==> config.mk <==
export PLATFORM = sky130hd
export DESIGN_NAME = nrd_seq_divider_ctrl
export DESIGN_NICKNAME = d
export VERILOG_FILES = /design/src/rtl/nrd_seq_divider_ctrl.sv
export SDC_FILE = /design/constraint.sdc
export NUM_CORES = 1
export LEC_CHECK = 0
export BUFFER_PORTS_ARGS = -buffer_cell sky130_fd_sc_hd__buf_2
export CAP_MARGIN = 5
export CORE_MARGIN = 1.5
export CORE_UTILIZATION = 52
export CTS_CLUSTER_SIZE = 12
export DETAILED_ROUTE_END_ITERATION = 10
export HOLD_SLACK_MARGIN = 0.1
export PLACE_DENSITY = 0.74
export SYNTH_ARGS = -nofsm -noshare
export SYNTH_HDL_FRONTEND = slang
export SYNTH_SLANG_ARGS = --single-unit
==> constraint.sdc <==
create_clock -name clk -period 6.2 [get_ports clk]
set_input_delay 0.62 -clock clk [delete_from_list [all_inputs] [get_ports clk]]
set_output_delay 0.62 -clock clk [all_outputs]
set_load 0.1 [all_outputs]
==> src/rtl/nrd_seq_divider_ctrl.sv <==
// Sequential non-restoring divider: one add/subtract step per clock on a shared adder.
// Optional macro NRD_DIV_ZERO_EN: short-circuit Y=0 straight to FIX and raise div_zero.
module nrd_seq_divider_ctrl #(
  parameter int WIDTH = 4
) (
  input  logic             clk,
  input  logic             rst_n,
  input  logic             start,
  input  logic [WIDTH-1:0] X,
  input  logic [WIDTH-1:0] Y,
  output logic             busy,
  output logic             done,
  output logic [WIDTH-1:0] Q,
  output logic [WIDTH:0]   R,
  output logic             div_zero
);

  localparam int CW = $clog2(WIDTH + 1);
  localparam logic [CW-1:0] CNT_ONE  = CW'(1);
  localparam logic [CW-1:0] CNT_INIT = CW'(WIDTH);

  typedef enum logic [1:0] {
    S_IDLE = 2'd0,
    S_STEP = 2'd1,
    S_FIX  = 2'd2
  } state_t;

  state_t state_r, state_nxt_s;

  logic [WIDTH:0]   a_r, a_nxt_s;
  logic [WIDTH:0]   d_r, d_nxt_s;
  logic [WIDTH-1:0] qr_r, qr_nxt_s;
  logic [CW-1:0]    count_r, count_nxt_s;
  logic             dz_pend_r, dz_pend_nxt_s;
  logic             busy_r, busy_nxt_s;
  logic             done_r, done_nxt_s;
  logic             dz_r, dz_nxt_s;
  logic [WIDTH-1:0] q_r, q_nxt_s;
  logic [WIDTH:0]   r_r, r_nxt_s;

  logic             y_zero_s;
  logic [WIDTH:0]   shift_a_s;
  logic             sub_s;
  logic [WIDTH:0]   add_a_s;
  logic [WIDTH:0]   add_b_s;
  logic [WIDTH:0]   sum_s;

`ifdef NRD_DIV_ZERO_EN
  assign y_zero_s = (Y == {WIDTH{1'b0}});
`else
  assign y_zero_s = 1'b0;
`endif

  // Shared adder: STEP adds/subtracts D to the shifted A, FIX adds D back to A for the restore
  assign shift_a_s = {a_r[WIDTH-1:0], qr_r[WIDTH-1]};
  assign sub_s     = (state_r == S_STEP) && !a_r[WIDTH];
  assign add_a_s   = (state_r == S_FIX) ? a_r : shift_a_s;
  assign add_b_s   = sub_s ? ~d_r : d_r;
  assign sum_s     = add_a_s + add_b_s + {{WIDTH{1'b0}}, sub_s};

  // State register
  always_ff @(posedge clk or negedge rst_n) begin
    if (!rst_n) begin
      state_r <= S_IDLE;
    end else begin
      state_r <= state_nxt_s;
    end
  end

  // Next-state logic
  always_comb begin
    state_nxt_s = state_r;
    case (state_r)
      S_IDLE: begin
        if (start) begin
          state_nxt_s = y_zero_s ? S_FIX : S_STEP;
        end else begin
          state_nxt_s = S_IDLE;
        end
      end
      S_STEP: begin
        if (count_r == CNT_ONE) begin
          state_nxt_s = S_FIX;
        end else begin
          state_nxt_s = S_STEP;
        end
      end
      S_FIX:   state_nxt_s = S_IDLE;
      default: state_nxt_s = S_IDLE;
    endcase
  end

  // Datapath and output next values
  always_comb begin
    a_nxt_s       = a_r;
    d_nxt_s       = d_r;
    qr_nxt_s      = qr_r;
    count_nxt_s   = count_r;
    dz_pend_nxt_s = dz_pend_r;
    busy_nxt_s    = busy_r;
    done_nxt_s    = 1'b0;
    dz_nxt_s      = dz_r;
    q_nxt_s       = q_r;
    r_nxt_s       = r_r;
    case (state_r)
      S_IDLE: begin
        if (start) begin
          a_nxt_s       = {(WIDTH+1){1'b0}};
          qr_nxt_s      = X;
          d_nxt_s       = {1'b0, Y};
          count_nxt_s   = CNT_INIT;
          busy_nxt_s    = 1'b1;
          dz_nxt_s      = 1'b0;
          dz_pend_nxt_s = y_zero_s;
        end else begin
          busy_nxt_s    = 1'b0;
        end
      end
      S_STEP: begin
        a_nxt_s     = sum_s;
        qr_nxt_s    = {qr_r[WIDTH-2:0], ~sum_s[WIDTH]};
        count_nxt_s = count_r - CNT_ONE;
      end
      S_FIX: begin
        if (dz_pend_r) begin
          // Qr still holds the captured dividend on the short-circuit path
          q_nxt_s  = {WIDTH{1'b1}};
          r_nxt_s  = {1'b0, qr_r};
          dz_nxt_s = 1'b1;
        end else begin
          q_nxt_s  = qr_r;
          r_nxt_s  = a_r[WIDTH] ? sum_s : a_r;
        end
        done_nxt_s    = 1'b1;
        busy_nxt_s    = 1'b0;
        dz_pend_nxt_s = 1'b0;
      end
      default: begin
        busy_nxt_s = 1'b0;
      end
    endcase
  end

  // Datapath and output registers
  always_ff @(posedge clk or negedge rst_n) begin
    if (!rst_n) begin
      a_r       <= {(WIDTH+1){1'b0}};
      d_r       <= {(WIDTH+1){1'b0}};
      qr_r      <= {WIDTH{1'b0}};
      count_r   <= {CW{1'b0}};
      dz_pend_r <= 1'b0;
      busy_r    <= 1'b0;
      done_r    <= 1'b0;
      dz_r      <= 1'b0;
      q_r       <= {WIDTH{1'b0}};
      r_r       <= {(WIDTH+1){1'b0}};
    end else begin
      a_r       <= a_nxt_s;
      d_r       <= d_nxt_s;
      qr_r      <= qr_nxt_s;
      count_r   <= count_nxt_s;
      dz_pend_r <= dz_pend_nxt_s;
      busy_r    <= busy_nxt_s;
      done_r    <= done_nxt_s;
      dz_r      <= dz_nxt_s;
      q_r       <= q_nxt_s;
      r_r       <= r_nxt_s;
    end
  end

  assign busy     = busy_r;
  assign done     = done_r;
  assign Q        = q_r;
  assign R        = r_r;
  assign div_zero = dz_r;

endmodule

# Word-level counts from Yosys, hierarchy flattened
# Index checks and enable logic that the tools add are counted.
[word_totals]
reg_bits = 31
inputBits = 11
out_inout_bits = 12
[op_classes]
addsub = 3
n_eq_ne = 5
muxes = 21
bitwise = 2
n_reduce_logical = 9
[op_table]
columns = ["op", "n"]
rows = [
  ["2-to-1 mux 5 bit", 5],
  ["one-hot mux 5 bit (2 select lines)", 1],
  ["2-to-1 mux 4 bit", 2],
  ["one-hot mux 4 bit (2 select lines)", 1],
  ["one-hot mux 1 bit (2 select lines)", 3],
  ["one-hot mux 3 bit (2 select lines)", 1],
  ["AND reduction 2 bit", 3],
  ["adder 5 x 1 -> 5 bit", 1],
  ["adder 5 bit", 1],
  ["2-to-1 mux 1 bit", 5],
  ["inverter 4 -> 5 bit", 1],
  ["!= test 2 bit, second input constant", 2],
  ["one-hot mux 2 bit (2 select lines)", 1],
  ["nonzero test 2 bit", 2],
  ["equality test 3 x 1 -> 1 bit, second input constant", 1],
  ["2-to-1 mux 3 bit", 1],
  ["AND reduction 3 bit", 1],
  ["subtractor 3 x 1 -> 3 bit, second input constant", 1],
  ["equality test 2 x 1 -> 1 bit, second input constant", 1],
  ["equality test 2 bit, second input constant", 1],
  ["logical NOT 2 bit", 1],
  ["2-to-1 mux 2 bit", 1],
  ["logical AND 1 bit", 1],
  ["logical NOT 1 bit", 1],
  ["inverter 1 bit", 1],
]

# Logic depth before layout (Yosys ltp)
[depth]
word_depth = 7
depth_mapped = 10
depth_no_buf = 9

# Least setup slack after synthesis
# Ideal clock, no wire load.
[synth_path]
path_type = "flip-flop to flip-flop"
startpoint = "reg state_r[0]"
endpoint = "reg a_r[4]"
setup_ns = 0.090
arrival_ns = 2.166
required_ns = 6.110
path_slack_ns = 3.945
stages_incl_launch_ff = 11
n_path_buf = 1
period_less_slack_ns = 2.255
path_cell_list = "dfrtp_1 -> nand2b_1 -> clkbuf_1 -> clkinv_1 -> nand2_1 -> nand2_1 -> fa_1 -> nand3_1 -> nand2_1 -> or4_1 -> o2111ai_1"
[synth_between]
elab_chain_cells = 6
elab_cells_between_ends = 12
[synth_lines]
columns = ["item", "line_no", "rtl"]
rows = [
  ["from (decl)", "28", "state_t state_r, state_nxt_s;"],
  ["from (signal assigned)", "66", "state_r <= state_nxt_s;"],
  ["equality test 2 x 1 -> 1 bit", "56, 105", ""],
  ["logical AND 1 bit", "56", "assign sub_s = (state_r == S_STEP) && !a_r[WIDTH];"],
  ["2-to-1 mux 5 bit", "58", "assign add_b_s = sub_s ? ~d_r : d_r;"],
  ["adder 5 bit", "59", "assign sum_s = add_a_s + add_b_s + {{WIDTH{1'b0}}, sub_s};"],
  ["adder 5 x 1 -> 5 bit", "59", ""],
  ["one-hot mux 5 bit (2 select lines)", "105", "case (state_r)"],
  ["to (signal assigned)", "147", "a_r <= {(WIDTH+1){1'b0}};"],
  ["to (signal assigned)", "158", "a_r <= a_nxt_s;"],
  ["to (decl)", "30", "logic [WIDTH:0] a_r, a_nxt_s;"],
]
# Parallel ways exist; a longest one is shown, timed or not.
# A chain may end at the register's enable or synchronous reset.

# Worst setup path after layout
# Same ends and word-level chain as after synthesis.

==> results by stage <==
Run:
- Max-cap violations in this run came to 0.

Final layout:
- The layout has 243 filler cells.
- The share of final-layout standard cells stronger than drive strength 1 is 0.191.
- The final layout contains slightly below 200 nets.
- The synthesis-to-finish area growth is 10.9%.
- The number of antenna diodes in the final layout is 0.

Setup path:
- The kind of launch point of the worst setup path is a flop.
- Data on the critical path is required at its endpoint by about 6.4 ns.
- The worst setup path is captured at a flop.
- Walking the worst path, the cells encountered are nand2b_1 -> clkinv_1 -> nand2_1 -> nand2_1 -> fa_1 -> nand3_1 -> nand2_1 -> or4_1 -> o2111ai_1.
- The worst setup path is of the reg2reg kind.
- The master of the slowest instance on the critical path is sky130_fd_sc_hd__dfrtp_1.
- In this run the register-to-register setup slack is roughly 3.2 ns.
- The launching point of the worst reg2reg path is state_r[0]$_DFF_PN0_.
- The destination of the worst register-to-register timing path is a_r[4]$_DFFE_PN0P_.
- The worst path arrival time is between 3 and 4 ns.
- The worst register-to-register path has a depth of 9.
- The largest fanout on the critical path is 17.
- By instance count, the cell type seen most on the critical path is sky130_fd_sc_hd__nand2_1.
- The delay of the slowest cell on the worst path is around 0.59 ns.

Timing:
- The max-slew violation count is 0.
- Setup violations remaining at the end of the flow were counted as 0.
- Setup repair after global routing left no endpoint under its margin.
- At the pin with the least slew margin, the transition time is 0.857 ns.
- The headroom to the max-slew limit is 0.427.
- The setup skew after layout is about 0.0042 ns.
- The highest achievable clock rate is roughly 0.33 GHz.
- The post-route fraction of the period consumed by the critical path is 0.482.
- The final sum of negative setup slack is 0 ns.
- The number of endpoints with negative hold slack in the final report was 0.
- Subtracting the final worst setup slack from the clock period gives between 2 and 3 ns.

CTS:
- The tree is rooted in a sky130_fd_sc_hd__clkbuf_4.
- Counting the buffers created by CTS gives 5.
- The CTS sink count is 30.
- The worst-case clock buffer depth is 2.
- The number of setup buffers added after CTS is 0.
- The number of levels the H-tree was split into is 2.
- Post-CTS repair changed the size of 0 cells.
- For this design, the CTS-stage hold fixing added 0 buffers.
- Clock-pin slew was measured on the worst setup and hold paths at around 0.08 ns.
- TritonCTS built the clock tree.
- The later pin in the worst-skew pair is clocked with a latency of 0.32 ns.

Placed design:
- The half-perimeter wire length after placement is a little over 2000 microns.
- Routability-driven placement finished with a final weighted congestion of between 0.8 and 0.9.
- The number of port buffers is 22.

Floorplan:
- After floorplanning, the core was divided into 19 placement rows.
- The number of placed I/O pins is 23.
- The initial utilization of the core area, before any placement, comes to 0.550.
- The horizontal die dimension is about 57 microns.
- From bottom edge to top edge, the die measures 57.2 microns.
- The floorplan step defined a die boundary enclosing about 3300 sq um.
- The core footprint is 2780 sq um.

Synthesis:
- The Yosys step of the flow raised 0 warnings.
- By count the netlist is led by sky130_fd_sc_hd__nand2_1, sky130_fd_sc_hd__dfrtp_1, sky130_fd_sc_hd__o21ai_0, sky130_fd_sc_hd__nor2b_1, sky130_fd_sc_hd__clkbuf_1.
- The most used flip-flop cell after synthesis is sky130_fd_sc_hd__dfrtp_1.
- The netlist uses 35 different library cells.
- The synthesized area divided by synthesized cell count is around 9.8 sq um.
- The most instantiated library cell after synthesis is sky130_fd_sc_hd__nand2_1.
- The number of instances in the synthesized netlist is approximately 160.
- For this run, the register share of the synthesized area comes to 0.491.
- The post-synthesis cell type with the largest combined area is sky130_fd_sc_hd__dfrtp_1.
- For this run, asynchronously set or reset flops after synthesis account for 1.00.
- Sorting the synthesized cells by area gives the leading types as sky130_fd_sc_hd__dfrtp_1, sky130_fd_sc_hd__nand2_1, sky130_fd_sc_hd__o21ai_0.
- Yosys mapped a number of flops with a built-in enable equal to 0.
- The count of state elements after synthesis is 30.
- When the netlist entered floorplanning its net count stood at 173.
- The share of synthesized area in the top cell type comes to 0.491.
- The cell area that synthesis handed to floorplanning was ~1500 sq um.

Route:
- The count of nets left with antenna violations after detail routing is 0.
- The number of iterations in the first detailed-routing pass is 4.
- The via count of the routed design is approximately 1200.
- The detail-routed via count per cell is around 5.6.
- Summed over all layers, the routed wires come to 2770 microns.
- The final routed DRC violation total is 0.
- The DRC violation total after the first TritonRoute iteration is 26.
- Dividing the detail-routed wire length by the instance count gives between 10 and 15 microns.

Outcome:
- The run finished with clean final reports.

GRT:
- Across every metal layer, demand over resource in global routing totals 0.205.
- The via count of the first global-routing pass is 1142.
- Entering global routing, the biggest net connects 31 pins.
- The first global-routing pass estimated 5020 microns of wire.
- After global routing the overflow that remains totals 0.
- The number of antenna violations at the first check in global routing is 0.

Min path:
- The path class of the tightest hold or removal check is in2async.
[metrics by stage]
step | hold slack [ns] | setup slack (ns) | std cells | area (sq um) | utilization
floorplan | 0.324 | 3.94 | 156 | 1530 | -
finish | 0.314 | 3.21 | 209 | 1700 | 0.610
CTS | 0.327 | 3.22 | 209 | 1700 | 0.610
detailed placement | 0.467 | 3.24 | 202 | 1650 | 0.594
global placement | 0.459 | 3.39 | 202 | 1650 | 0.594
global route | 0.358 | 2.89 | 209 | 1700 | 0.610
[worst max-delay path, delay by kind of cell (launching register included)]
| family | cells | cell delay (ns) |
|---|---|---|
| and+or+nand+nor | 6 | 1.37 |
| DFF | 1 | 0.59 |
| adders and majority gates | 1 | 0.47 |
| buffers and inverters | 1 | 0.38 |
| AOI/OAI and AO/OA | 1 | 0.11 |
[final cells by class]
type	count	area, sq um	area share
Sequential cell	30	751	0.442
Multi-Input combinational cell	115	737	0.434
Timing Repair Buffer	22	110	0.0649
Clock buffer	7	45.0	0.0265
Tap cell	31	38.8	0.0229
Inverter	4	15.0	0.00885
[logic make-up (layout without fill, tap and decap cells)]
group                      after synthesis  in the layout  synth area share
and+or+nand+nor                         65             65             0.204
buffers and inverters                   11             33            0.0278
adders and majority gates                6              6            0.0540
DFF                                     30             30             0.491
muxes                                    6              6            0.0425
xor gates and xnor gates                 7              7            0.0499
AOI/OAI and AO/OA                       31             31             0.131
[flip-flops by register name, indices dropped and copies added (netlist names)]
name      flops
R             5
a_r           5
Q             4
d_r           4
qr_r          4
count_r       3
state_r       2
busy          1
div_zero      1
done          1
[how the worst max path moves through the flow]
stage,from,end
2_1_floorplan,state_r[0]$_DFF_PN0_,a_r[4]$_DFFE_PN0P_
3_3_place_gp,state_r[0]$_DFF_PN0_,a_r[4]$_DFFE_PN0P_
3_5_place_dp,state_r[0]$_DFF_PN0_,a_r[4]$_DFFE_PN0P_
4_1_cts,state_r[0]$_DFF_PN0_,a_r[4]$_DFFE_PN0P_
5_1_grt,state_r[0]$_DFF_PN0_,a_r[4]$_DFFE_PN0P_
6_report,state_r[0]$_DFF_PN0_,a_r[4]$_DFFE_PN0P_
[layout by cell type, fill, tap and decap left out, types with 2 or more instances in the layout]
cell type and instances:
sky130_fd_sc_hd__dfrtp_1 30, sky130_fd_sc_hd__nand2b_1 2, sky130_fd_sc_hd__ha_1 5, sky130_fd_sc_hd__xor2_1 4, sky130_fd_sc_hd__nand3_1 3, sky130_fd_sc_hd__clkbuf_1 2
sky130_fd_sc_hd__nand2_1 41, sky130_fd_sc_hd__buf_2 22, sky130_fd_sc_hd__nor2b_1 7, sky130_fd_sc_hd__a21oi_1 4, sky130_fd_sc_hd__mux2i_1 2, sky130_fd_sc_hd__xnor2_1 2
sky130_fd_sc_hd__mux2_2 4, sky130_fd_sc_hd__nor3b_1 2, sky130_fd_sc_hd__o21a_1 2, sky130_fd_sc_hd__o21bai_1 2, sky130_fd_sc_hd__nor2_1 2, sky130_fd_sc_hd__o21ai_0 15
sky130_fd_sc_hd__inv_1 3, sky130_fd_sc_hd__clkbuf_4 5, sky130_fd_sc_hd__a22oi_1 3, sky130_fd_sc_hd__nand3b_1 2
[per-layer routing]
| metal | vias up | GRT usage | share of wire |
|---|---|---|---|
| li1 | 577 | - | - |
| met1 | 550 | 0.250 | 0.46 |
| met2 | 29 | 0.332 | 0.47 |
| met3 | 7 | 0.0499 | 0.044 |
| met4 | 0 | 0.120 | 0.026 |
| met5 | - | 0 | 0 |
Power is left out: the tool's default activity adds up to more than one toggle a clock period on the data nets, which glitch-free logic cannot reach.
